==> src/rtl/rv32_pkg.sv <==
// rv32_pkg: shared RV32I definitions for the decode stage.
//   - XLEN default datapath width
//   - NOP_INSN, the instruction word carried by pipeline bubbles (addi x0,x0,0)
//   - base opcode constants plus a helper that recognises them
package rv32_pkg;

  localparam int          XLEN     = 32;
  localparam logic [31:0] NOP_INSN = 32'h0000_0013;

  localparam logic [6:0] OP_LUI    = 7'b0110111;
  localparam logic [6:0] OP_AUIPC  = 7'b0010111;
  localparam logic [6:0] OP_JAL    = 7'b1101111;
  localparam logic [6:0] OP_JALR   = 7'b1100111;
  localparam logic [6:0] OP_BRANCH = 7'b1100011;
  localparam logic [6:0] OP_LOAD   = 7'b0000011;
  localparam logic [6:0] OP_STORE  = 7'b0100011;
  localparam logic [6:0] OP_IMM    = 7'b0010011;
  localparam logic [6:0] OP_REG    = 7'b0110011;

  function automatic logic is_known_op(input logic [6:0] op);
    return (op == OP_LUI)    || (op == OP_AUIPC) || (op == OP_JAL)   ||
           (op == OP_JALR)   || (op == OP_BRANCH) || (op == OP_LOAD) ||
           (op == OP_STORE)  || (op == OP_IMM)   || (op == OP_REG);
  endfunction

endpackage

==> src/rtl/decode_stage_imm_gen.sv <==
// imm_gen: combinational RV32I immediate generator.
//   insn : instruction word
//   imm  : sign-extended immediate (I/S/B/U/J by opcode); 0 for R-type
//          and unrecognised opcodes
module imm_gen
  import rv32_pkg::*;
(
  input  logic [31:0] insn,
  output logic [31:0] imm
);

  always_comb begin
    imm = '0;
    case (insn[6:0])
      OP_LOAD, OP_IMM, OP_JALR:
        imm = {{20{insn[31]}}, insn[31:20]};
      OP_STORE:
        imm = {{20{insn[31]}}, insn[31:25], insn[11:7]};
      OP_BRANCH:
        imm = {{19{insn[31]}}, insn[31], insn[7], insn[30:25], insn[11:8], 1'b0};
      OP_LUI, OP_AUIPC:
        imm = {insn[31:12], 12'b0};
      OP_JAL:
        imm = {{11{insn[31]}}, insn[31], insn[19:12], insn[20], insn[30:21], 1'b0};
      default:
        imm = '0;
    endcase
  end

endmodule

==> src/rtl/decode_stage.sv <==
// decode_stage: ID stage and ID/EX pipeline register of a five-stage core.
// Drives register-file read addresses, resolves operands (bypass from
// EX/MEM/WB or register file), generates the immediate, detects hazards and
// registers the decoded bundle for EX. Stall, flush and if_valid=0 load bubbles.
//
// Ports:
//   clock, reset (sync, active-high)
//   if_valid/if_pc/if_insn         fetched instruction
//   rf_addr_rs1/2, rf_data_rs1/2   register-file read port
//   ex_*/mem_*/wb_*                downstream destination info and results
//   flush                          kill the instruction in ID
//   stall_if                       hold PC and IF/ID this cycle
//   id_*                           registered bundle for EX
//
// Build option: DECODE_FORWARDING_EN
//   defined   : EX/MEM bypass; only a load in EX feeding a used rs stalls.
//   undefined : no EX/MEM bypass; any used rs matching a writing EX or MEM rd
//               stalls. WB bypass is present in both builds because the
//               register file returns the old value on its write edge.
module decode_stage #(
  parameter int          XLEN     = rv32_pkg::XLEN,
  parameter logic [31:0] RESET_PC = 32'h0100_0000,
  parameter logic [31:0] NOP_INSN = rv32_pkg::NOP_INSN
) (
  input  logic            clock,
  input  logic            reset,
  input  logic            if_valid,
  input  logic [31:0]     if_pc,
  input  logic [31:0]     if_insn,
  output logic [4:0]      rf_addr_rs1,
  output logic [4:0]      rf_addr_rs2,
  input  logic [XLEN-1:0] rf_data_rs1,
  input  logic [XLEN-1:0] rf_data_rs2,
  input  logic [4:0]      ex_rd,
  input  logic            ex_reg_we,
  input  logic            ex_is_load,
  input  logic [XLEN-1:0] ex_data,
  input  logic [4:0]      mem_rd,
  input  logic            mem_reg_we,
  input  logic [XLEN-1:0] mem_data,
  input  logic [4:0]      wb_rd,
  input  logic            wb_reg_we,
  input  logic [XLEN-1:0] wb_data,
  input  logic            flush,
  output logic            stall_if,
  output logic            id_valid,
  output logic [31:0]     id_pc,
  output logic [31:0]     id_insn,
  output logic [XLEN-1:0] id_rs1_val,
  output logic [XLEN-1:0] id_rs2_val,
  output logic [31:0]     id_imm,
  output logic [4:0]      id_rd,
  output logic            id_reg_we
);

  import rv32_pkg::*;

  logic [6:0]      opcode;
  logic [4:0]      rs1, rs2, rd;
  logic            uses_rs1, uses_rs2;
  logic            hazard, accept;
  logic [XLEN-1:0] rs1_val, rs2_val;
  logic [31:0]     imm;

  logic            id_valid_q,   id_valid_d;
  logic [31:0]     id_pc_q,      id_pc_d;
  logic [31:0]     id_insn_q,    id_insn_d;
  logic [XLEN-1:0] id_rs1_val_q, id_rs1_val_d;
  logic [XLEN-1:0] id_rs2_val_q, id_rs2_val_d;
  logic [31:0]     id_imm_q,     id_imm_d;
  logic [4:0]      id_rd_q,      id_rd_d;
  logic            id_reg_we_q,  id_reg_we_d;

  assign opcode      = if_insn[6:0];
  assign rs1         = if_insn[19:15];
  assign rs2         = if_insn[24:20];
  assign rd          = if_insn[11:7];
  assign rf_addr_rs1 = rs1;
  assign rf_addr_rs2 = rs2;

  assign uses_rs1 = !((opcode == OP_LUI) || (opcode == OP_AUIPC) || (opcode == OP_JAL));
  assign uses_rs2 = (opcode == OP_REG) || (opcode == OP_STORE) || (opcode == OP_BRANCH);

  imm_gen u_imm_gen (
    .insn (if_insn),
    .imm  (imm)
  );

`ifdef DECODE_FORWARDING_EN
  // Only a load result is not yet available in EX; everything else bypasses.
  assign hazard = ex_is_load && ex_reg_we && (ex_rd != 5'd0) &&
                  ((uses_rs1 && (ex_rd == rs1)) || (uses_rs2 && (ex_rd == rs2)));
`else
  assign hazard = (ex_reg_we && (ex_rd != 5'd0) &&
                   ((uses_rs1 && (ex_rd == rs1)) || (uses_rs2 && (ex_rd == rs2)))) ||
                  (mem_reg_we && (mem_rd != 5'd0) &&
                   ((uses_rs1 && (mem_rd == rs1)) || (uses_rs2 && (mem_rd == rs2))));

  logic unused_fwd_inputs;
  assign unused_fwd_inputs = ^{ex_is_load, ex_data, mem_data};
`endif

  // Flush discards the wrong-path instruction, so it never holds fetch.
  assign stall_if = !reset && !flush && if_valid && hazard;
  assign accept   = if_valid && !flush && !hazard;

  // Later assignments override earlier ones, giving the bypass priority
  // x0 > EX > MEM > WB > register file.
  always_comb begin
    rs1_val = rf_data_rs1;
    rs2_val = rf_data_rs2;
    if (wb_reg_we && (wb_rd == rs1)) rs1_val = wb_data;
    if (wb_reg_we && (wb_rd == rs2)) rs2_val = wb_data;
`ifdef DECODE_FORWARDING_EN
    if (mem_reg_we && (mem_rd == rs1)) rs1_val = mem_data;
    if (mem_reg_we && (mem_rd == rs2)) rs2_val = mem_data;
    if (ex_reg_we && !ex_is_load && (ex_rd == rs1)) rs1_val = ex_data;
    if (ex_reg_we && !ex_is_load && (ex_rd == rs2)) rs2_val = ex_data;
`endif
    if (rs1 == 5'd0) rs1_val = '0;
    if (rs2 == 5'd0) rs2_val = '0;
  end

  always_comb begin
    id_valid_d   = 1'b0;
    id_pc_d      = if_pc;
    id_insn_d    = NOP_INSN;
    id_rs1_val_d = '0;
    id_rs2_val_d = '0;
    id_imm_d     = '0;
    id_rd_d      = '0;
    id_reg_we_d  = 1'b0;
    if (accept) begin
      id_valid_d   = 1'b1;
      id_insn_d    = if_insn;
      id_rs1_val_d = rs1_val;
      id_rs2_val_d = rs2_val;
      id_imm_d     = imm;
      id_rd_d      = rd;
      id_reg_we_d  = is_known_op(opcode) && (opcode != OP_STORE) &&
                     (opcode != OP_BRANCH) && (rd != 5'd0);
    end
  end

  always_ff @(posedge clock) begin
    if (reset) begin
      id_valid_q   <= 1'b0;
      id_pc_q      <= RESET_PC;
      id_insn_q    <= NOP_INSN;
      id_rs1_val_q <= '0;
      id_rs2_val_q <= '0;
      id_imm_q     <= '0;
      id_rd_q      <= '0;
      id_reg_we_q  <= 1'b0;
    end else begin
      id_valid_q   <= id_valid_d;
      id_pc_q      <= id_pc_d;
      id_insn_q    <= id_insn_d;
      id_rs1_val_q <= id_rs1_val_d;
      id_rs2_val_q <= id_rs2_val_d;
      id_imm_q     <= id_imm_d;
      id_rd_q      <= id_rd_d;
      id_reg_we_q  <= id_reg_we_d;
    end
  end

  assign id_valid   = id_valid_q;
  assign id_pc      = id_pc_q;
  assign id_insn    = id_insn_q;
  assign id_rs1_val = id_rs1_val_q;
  assign id_rs2_val = id_rs2_val_q;
  assign id_imm     = id_imm_q;
  assign id_rd      = id_rd_q;
  assign id_reg_we  = id_reg_we_q;

endmodule

==> config.mk <==
export PLATFORM = sky130hd
export DESIGN_NAME = decode_stage
export DESIGN_NICKNAME = d
export VERILOG_FILES = /design/src/rtl/rv32_pkg.sv /design/src/rtl/decode_stage_imm_gen.sv /design/src/rtl/decode_stage.sv
export SDC_FILE = /design/constraint.sdc
export NUM_CORES = 1
export LEC_CHECK = 0
export CORE_AREA = 4 4 161 163
export DETAILED_ROUTE_END_ITERATION = 6
export DIE_AREA = 0 0 165 167
export PLACE_DENSITY = 0.61
export SYNTH_ARGS = -nofsm -noshare
export SYNTH_HDL_FRONTEND = slang
export SYNTH_HIERARCHICAL = 1
export SYNTH_SLANG_ARGS = --single-unit
==> constraint.sdc <==
create_clock -name clock -period 2.88 [get_ports clock]
set_input_delay 0.576 -clock clock [delete_from_list [all_inputs] [get_ports clock]]
set_output_delay 0.576 -clock clock [all_outputs]
set_load 0.01 [all_outputs]
# == After elaboration in Yosys (flattened, before gate mapping) ==
# Index checks and enable logic that the tools add are counted.
# totals
regBits,167
in_bits,247
output_inout_bits,178
# op_classes
eq_ne,17
muxes,4
bitwise_logic,1
reduce_logical,45
# ops
operator,count
$pmux W32 S5,1
$mux W32,2
$eq A5 B5 Y1,6
$eq A7 B6 Y1 const B,3
$eq A7 B7 Y1 const B,3
$logic_and A1 B1 Y1,18
$reduce_bool A5 Y1,3
$eq A7 B5 Y1 const B,2
$logic_or A1 B1 Y1,13
$logic_not A5 Y1,2
$reduce_or A3 Y1,3
$eq A7 B2 Y1 const B,1
$ne A7 B6 Y1 const B,1
$ne A7 B7 Y1 const B,1
$logic_not A1 Y1,4
$reduce_or A2 Y1,2
$mux W1,1
$not A1 Y1,1

# == Depth between registers and ports, before layout ==
# logic_depth
depth_word,12
mapped_depth,9
ltp_nobuf,5

# == Hierarchy ==
# The synthesis kept the hierarchy.
# modules_own_cells
module,instances,cells_each,area_each_um2,seq_area_each_um2
decode_stage,1,583,5969.5,3243.1
imm_gen,1,79,546.8,0.0

# == Least setup slack after synthesis ==
# OpenSTA, ideal clock, no wires.
# synth_timing
path_type,input port to output port
startpoint,input ex_rd[1]
endpoint,output stall_if
t_arrival_ps,2101
setup_slack_ps,203
path_stages,7
n_path_buf,2
cell_sequence,or4_1 o21ai_1 nor4_1 or3_1 buf_2 buf_6 o21a_1
# synth_between
elab_chain_cells,6
word_cells_on_any_way,10
cone_classes,eq/ne (2); reduce/logical (8)
# synth_rtl
item,line,source
start: declaration,decode_stage.sv:34,"input logic [4:0] ex_rd,"
$eq A5 B5 Y1,decode_stage.sv:95,((uses_rs1 && (ex_rd == rs1)) || (uses_rs2 && (ex_rd == rs2)))) ||
$logic_and A1 B1 Y1,decode_stage.sv:95,
$logic_or A1 B1 Y1,decode_stage.sv:95,
$logic_and A1 B1 Y1 (*),decode_stage.sv:94,assign hazard = (ex_reg_we && (ex_rd != 5'd0) &&
$logic_or A1 B1 Y1 (*),decode_stage.sv:95,
$logic_and A1 B1 Y1 (*),decode_stage.sv:104,assign stall_if = !reset && !flush && if_valid && hazard;
end: declaration,decode_stage.sv:45,"output logic stall_if,"
# Mark *: on every way between the ends. The rest lies on a longest branch, timed or not.

# == Worst setup path in the final report ==
# layout_timing
startpoint,input ex_rd[4]
endpoint,output stall_if
# Same word-level chain as after synthesis.

==> impl_results.md <==
* Setup TNS Final at 0 ns
* EDFF count, synth at 0
* Final setup fails at 0
* Crit. Startpoint: ex_rd[4]
* Synth Area in Compound Gates at 0.0497
* Area grow syn2layout at 73.7%
* Sw Pwr at 1340 uW
* Synthesized area at 0.00652 sq mm
* Largest net degree at the start of global routing at 64
* Routed wl met3 at 2160 um
* Pwr Density at 483 mW/mm^2
* Hold path start: if_insn[17]
* Post-synthesis simple-gate area fraction at 0.249
* Vias in the first global route at 6282
* Sequential fraction of the synthesis area at 0.498
* Sequence of cells on the critical path: clkdlybuf4s15_1 > or4_4 > o21ai_4 > buf_6 > nor4_2 > or3_4 > o21a_1 > buf_2
* XOR/XNOR share of the synthesized area at 0.0403
* Unique masters post-synth at 48
* Routed metal-1 wire length at 10700 um
* Cell internal pwr at 4130 uW
* Die X at 165 um
* Cells after Synth at 662
* Worst Setup EP: stall_if
* DRT Pass-1 Iters at 5
* FFs w/ async S/R, synth at 0
* Critical Path Max Stage Delay at 0.44 ns
* Max-cap violations at 0
* Via Count at 6126
* Worst-path fanout max at 2
* HPWL Detailed at 20200 um
* Startpoint types: input pin
* Clk pwr share at 0.427
* CTS clk-pin slew, worst paths at 0.07 ns
* Dominant synthesized flop cell: dfxtp_1
* Crit path max-delay family: simple AND/OR/NAND/NOR gates
* Share of layout cells above drive strength 1 at 0.148
* Post-DRT Antenna Nets at 0
* Comb power frac at 0.148
* CP Depth at 8
* Die Ht at 167 um
* Drt drc at 0
* Max Freq at 0.353 GHz
* Worst EP required at 2.30 ns
* CTS max path bufs at 2
* Cts hold-fix bufs at 0
* Clock sinks at 162
* CP Capture Type: primary output
* Initial antenna violation count at 4
* Gpl congestion at 0.838
* Final hold viol count at 0
* Metal2 WL at 13000 um
* Via-to-Cell Ratio at 4.49
* Layout fillers at 2339
* Relative slew slack at 0.546
* CTS tree: built
* Flops & latches, synth at 162
* GRT Total Usage at 0.188
* First-pass GRT wire length at 39600 um
* Rows at 57
* Worst EP arrival at 2.25 ns
* CTS buffer count at 17
* Worst setup path class: input pin to primary output
* RSZ-0062 raised after global routing: false
* Leak Pwr at 0.00425 uW
* Multiplexer share of the synthesized area at 0.0998
* CORE AREA at 0.0243 sq mm
* Synth Area per Inst at 9.84 sq um
* GRT overflow at 0
* PortBufs at 359
* VDD IR max at 0.000319 V
* Top Metal Used: met4
* Final worst path period need at 2.83 ns
* Tightest Pin Transition at 0.680 ns
* Wirelength, routed at 26500 um
* Flop pwr share at 0.425
* Initial Util at 0.268
* Status: completed
* Largest family of logic cells by synthesized area: simple AND/OR/NAND/NOR gates
* Worst hold path class: input pin to flop
* Post-Route Utilization at 0.465
* IO Pins at 425
* Area of the die at 0.0276 sq mm
* Synth warn at 6
* Area share of fa/ha/maj cells after synthesis at 0
* Sw Ratio at 0.245
* Final #Nets at 1274
* Final Cycle Share at 0.982
* Max-slew violation count at 0
* Number of H-tree levels at 4
* Wire length per cell at 19.4 um
* Net Count, Synth at 909
* Initial DRC count at 258
* Worst path bufs/invs at 3
* CP max-delay cell: or4_4
* Root buffer selected by CTS: clkbuf_16
==> registers in the layout, indices dropped and copies added (netlist names) <==
signal,cells
id_reg_we,1
id_rs1_val,32
id_rs2_val,32
id_valid,1
id_imm,32
id_pc,32
id_insn,32
==> area by class of cell <==
cell class                      count  area, sq um  area share
Tap cell                          324          405      0.0358
Multi-Input combinational cell    424         2930       0.259
Clock buffer                       19          453      0.0400
Inverter                            4         15.0     0.00133
Clock inverter                     12          146      0.0129
Antenna cell                        2         5.00    0.000442
Sequential cell                   162         3240       0.287
Timing Repair Buffer              418         4120       0.364
==> power by group through the flow <==
stage                     clock, uW  combinational [uW]  sequential, uW
final                          2340                 811            2320
after detailed placement          0                 810            2370
after global routing           2500                 870            2330
after floorplan                   0                 235            2410
after global placement            0                 808            2370
after CTS                      2410                 819            2320
==> cells in the mapped netlist (2+ instances only) <==
library cell	n	area (sq um)
a21o_2	8	70.1
inv_1	4	15.0
o32ai_1	2	17.5
buf_4	16	120
nand4b_1	2	17.5
buf_2	19	95.1
dfxtp_1	162	3240
nand2_1	8	30.0
nor4_1	6	37.5
nor2b_1	35	219
and2b_1	3	22.5
mux2i_1	65	651
a21oi_1	3	15.0
o21ai_1	2	10.0
nor3_2	28	280
xnor2_1	22	193
o21a_1	3	22.5
buf_1	3	11.3
or3_1	5	31.3
o21ai_0	13	65.1
nand3_1	77	385
nor2_1	61	229
clkbuf_1	28	105
or4_1	6	45.0
buf_6	6	67.6
nor3b_1	2	15.0
and3b_2	2	20.0
and3_1	3	18.8
xor2_1	8	70.1
nor3_1	38	190
o211ai_1	2	15.0
a22o_1	4	35.0
==> per-stage QoR <==
step	instance area [sq um]	instances	hold WS, ns	setup slack [ns]	power, uW
floorplan	6520	662	0.648	0.203	2640
global placement	10600	1331	1.14	-0.608	3180
detailed placement	10600	1331	1.14	-0.624	3180
CTS	11300	1363	0.670	0.00697	5550
global route	11300	1365	0.631	0.00422	5700
finish	11300	1365	0.615	0.0508	5470
==> tightest hold or removal path: stages <==
cell and delay, ns:
dlymetal6s2s_1 0.17, buf_6 0.15, nand3_1 0.06, nor2_1 0.03
==> how the worst min path moves through the flow <==
stage                       end  slack [ns]  cells after the start
floorplan              id_pc[0]        0.65                      1
global placement       id_pc[5]        1.14                      2
detailed placement     id_pc[5]        1.14                      2
CTS                  id_insn[5]        0.67                      4
global route        id_insn[17]        0.63                      4
finish              id_insn[17]        0.62                      4
==> per-layer routing <==
metal	GRT usage	vias to the layer above
met3	0.0549	32
met4	0.0644	0
li1	-	2994
met2	0.321	243
met5	0	-
met1	0.225	2857
==> timing repair <==
item | 4_1_cts | 5_1_grt
endpoints found under the setup margin | 35 | 1
buffers inserted | 1 | 0
gates resized for setup | 48 | 8
pin swaps | 8 | 4
==> kinds of logic after synthesis <==
logic type             count (synthesis)
multiplexers                          65
AND/OR/NAND/NOR                      285
XOR/XNOR                              30
AO/OA/AOI/OAI                         44
flip-flops                           162
buffers and inverters                 76
==> placed cells by master (no fill, tap or decap), types with 6 or more instances in the layout <==
master / n
buf_12: 6
clkdlybuf4s50_1: 337
dlymetal6s2s_1: 6
xnor2_1: 22
a21o_2: 8
nor3_2: 28
mux2i_1: 65
clkbuf_16: 17
dfxtp_1: 162
nand2_1: 7
buf_6: 6
buf_4: 47
dlygate4sd2_1: 9
nand3_1: 77
nor2b_1: 35
nor2_1: 61
nor3_1: 38
xor2_1: 8
o21ai_0: 13
Note: power is estimated with default switching activity, not from simulation.
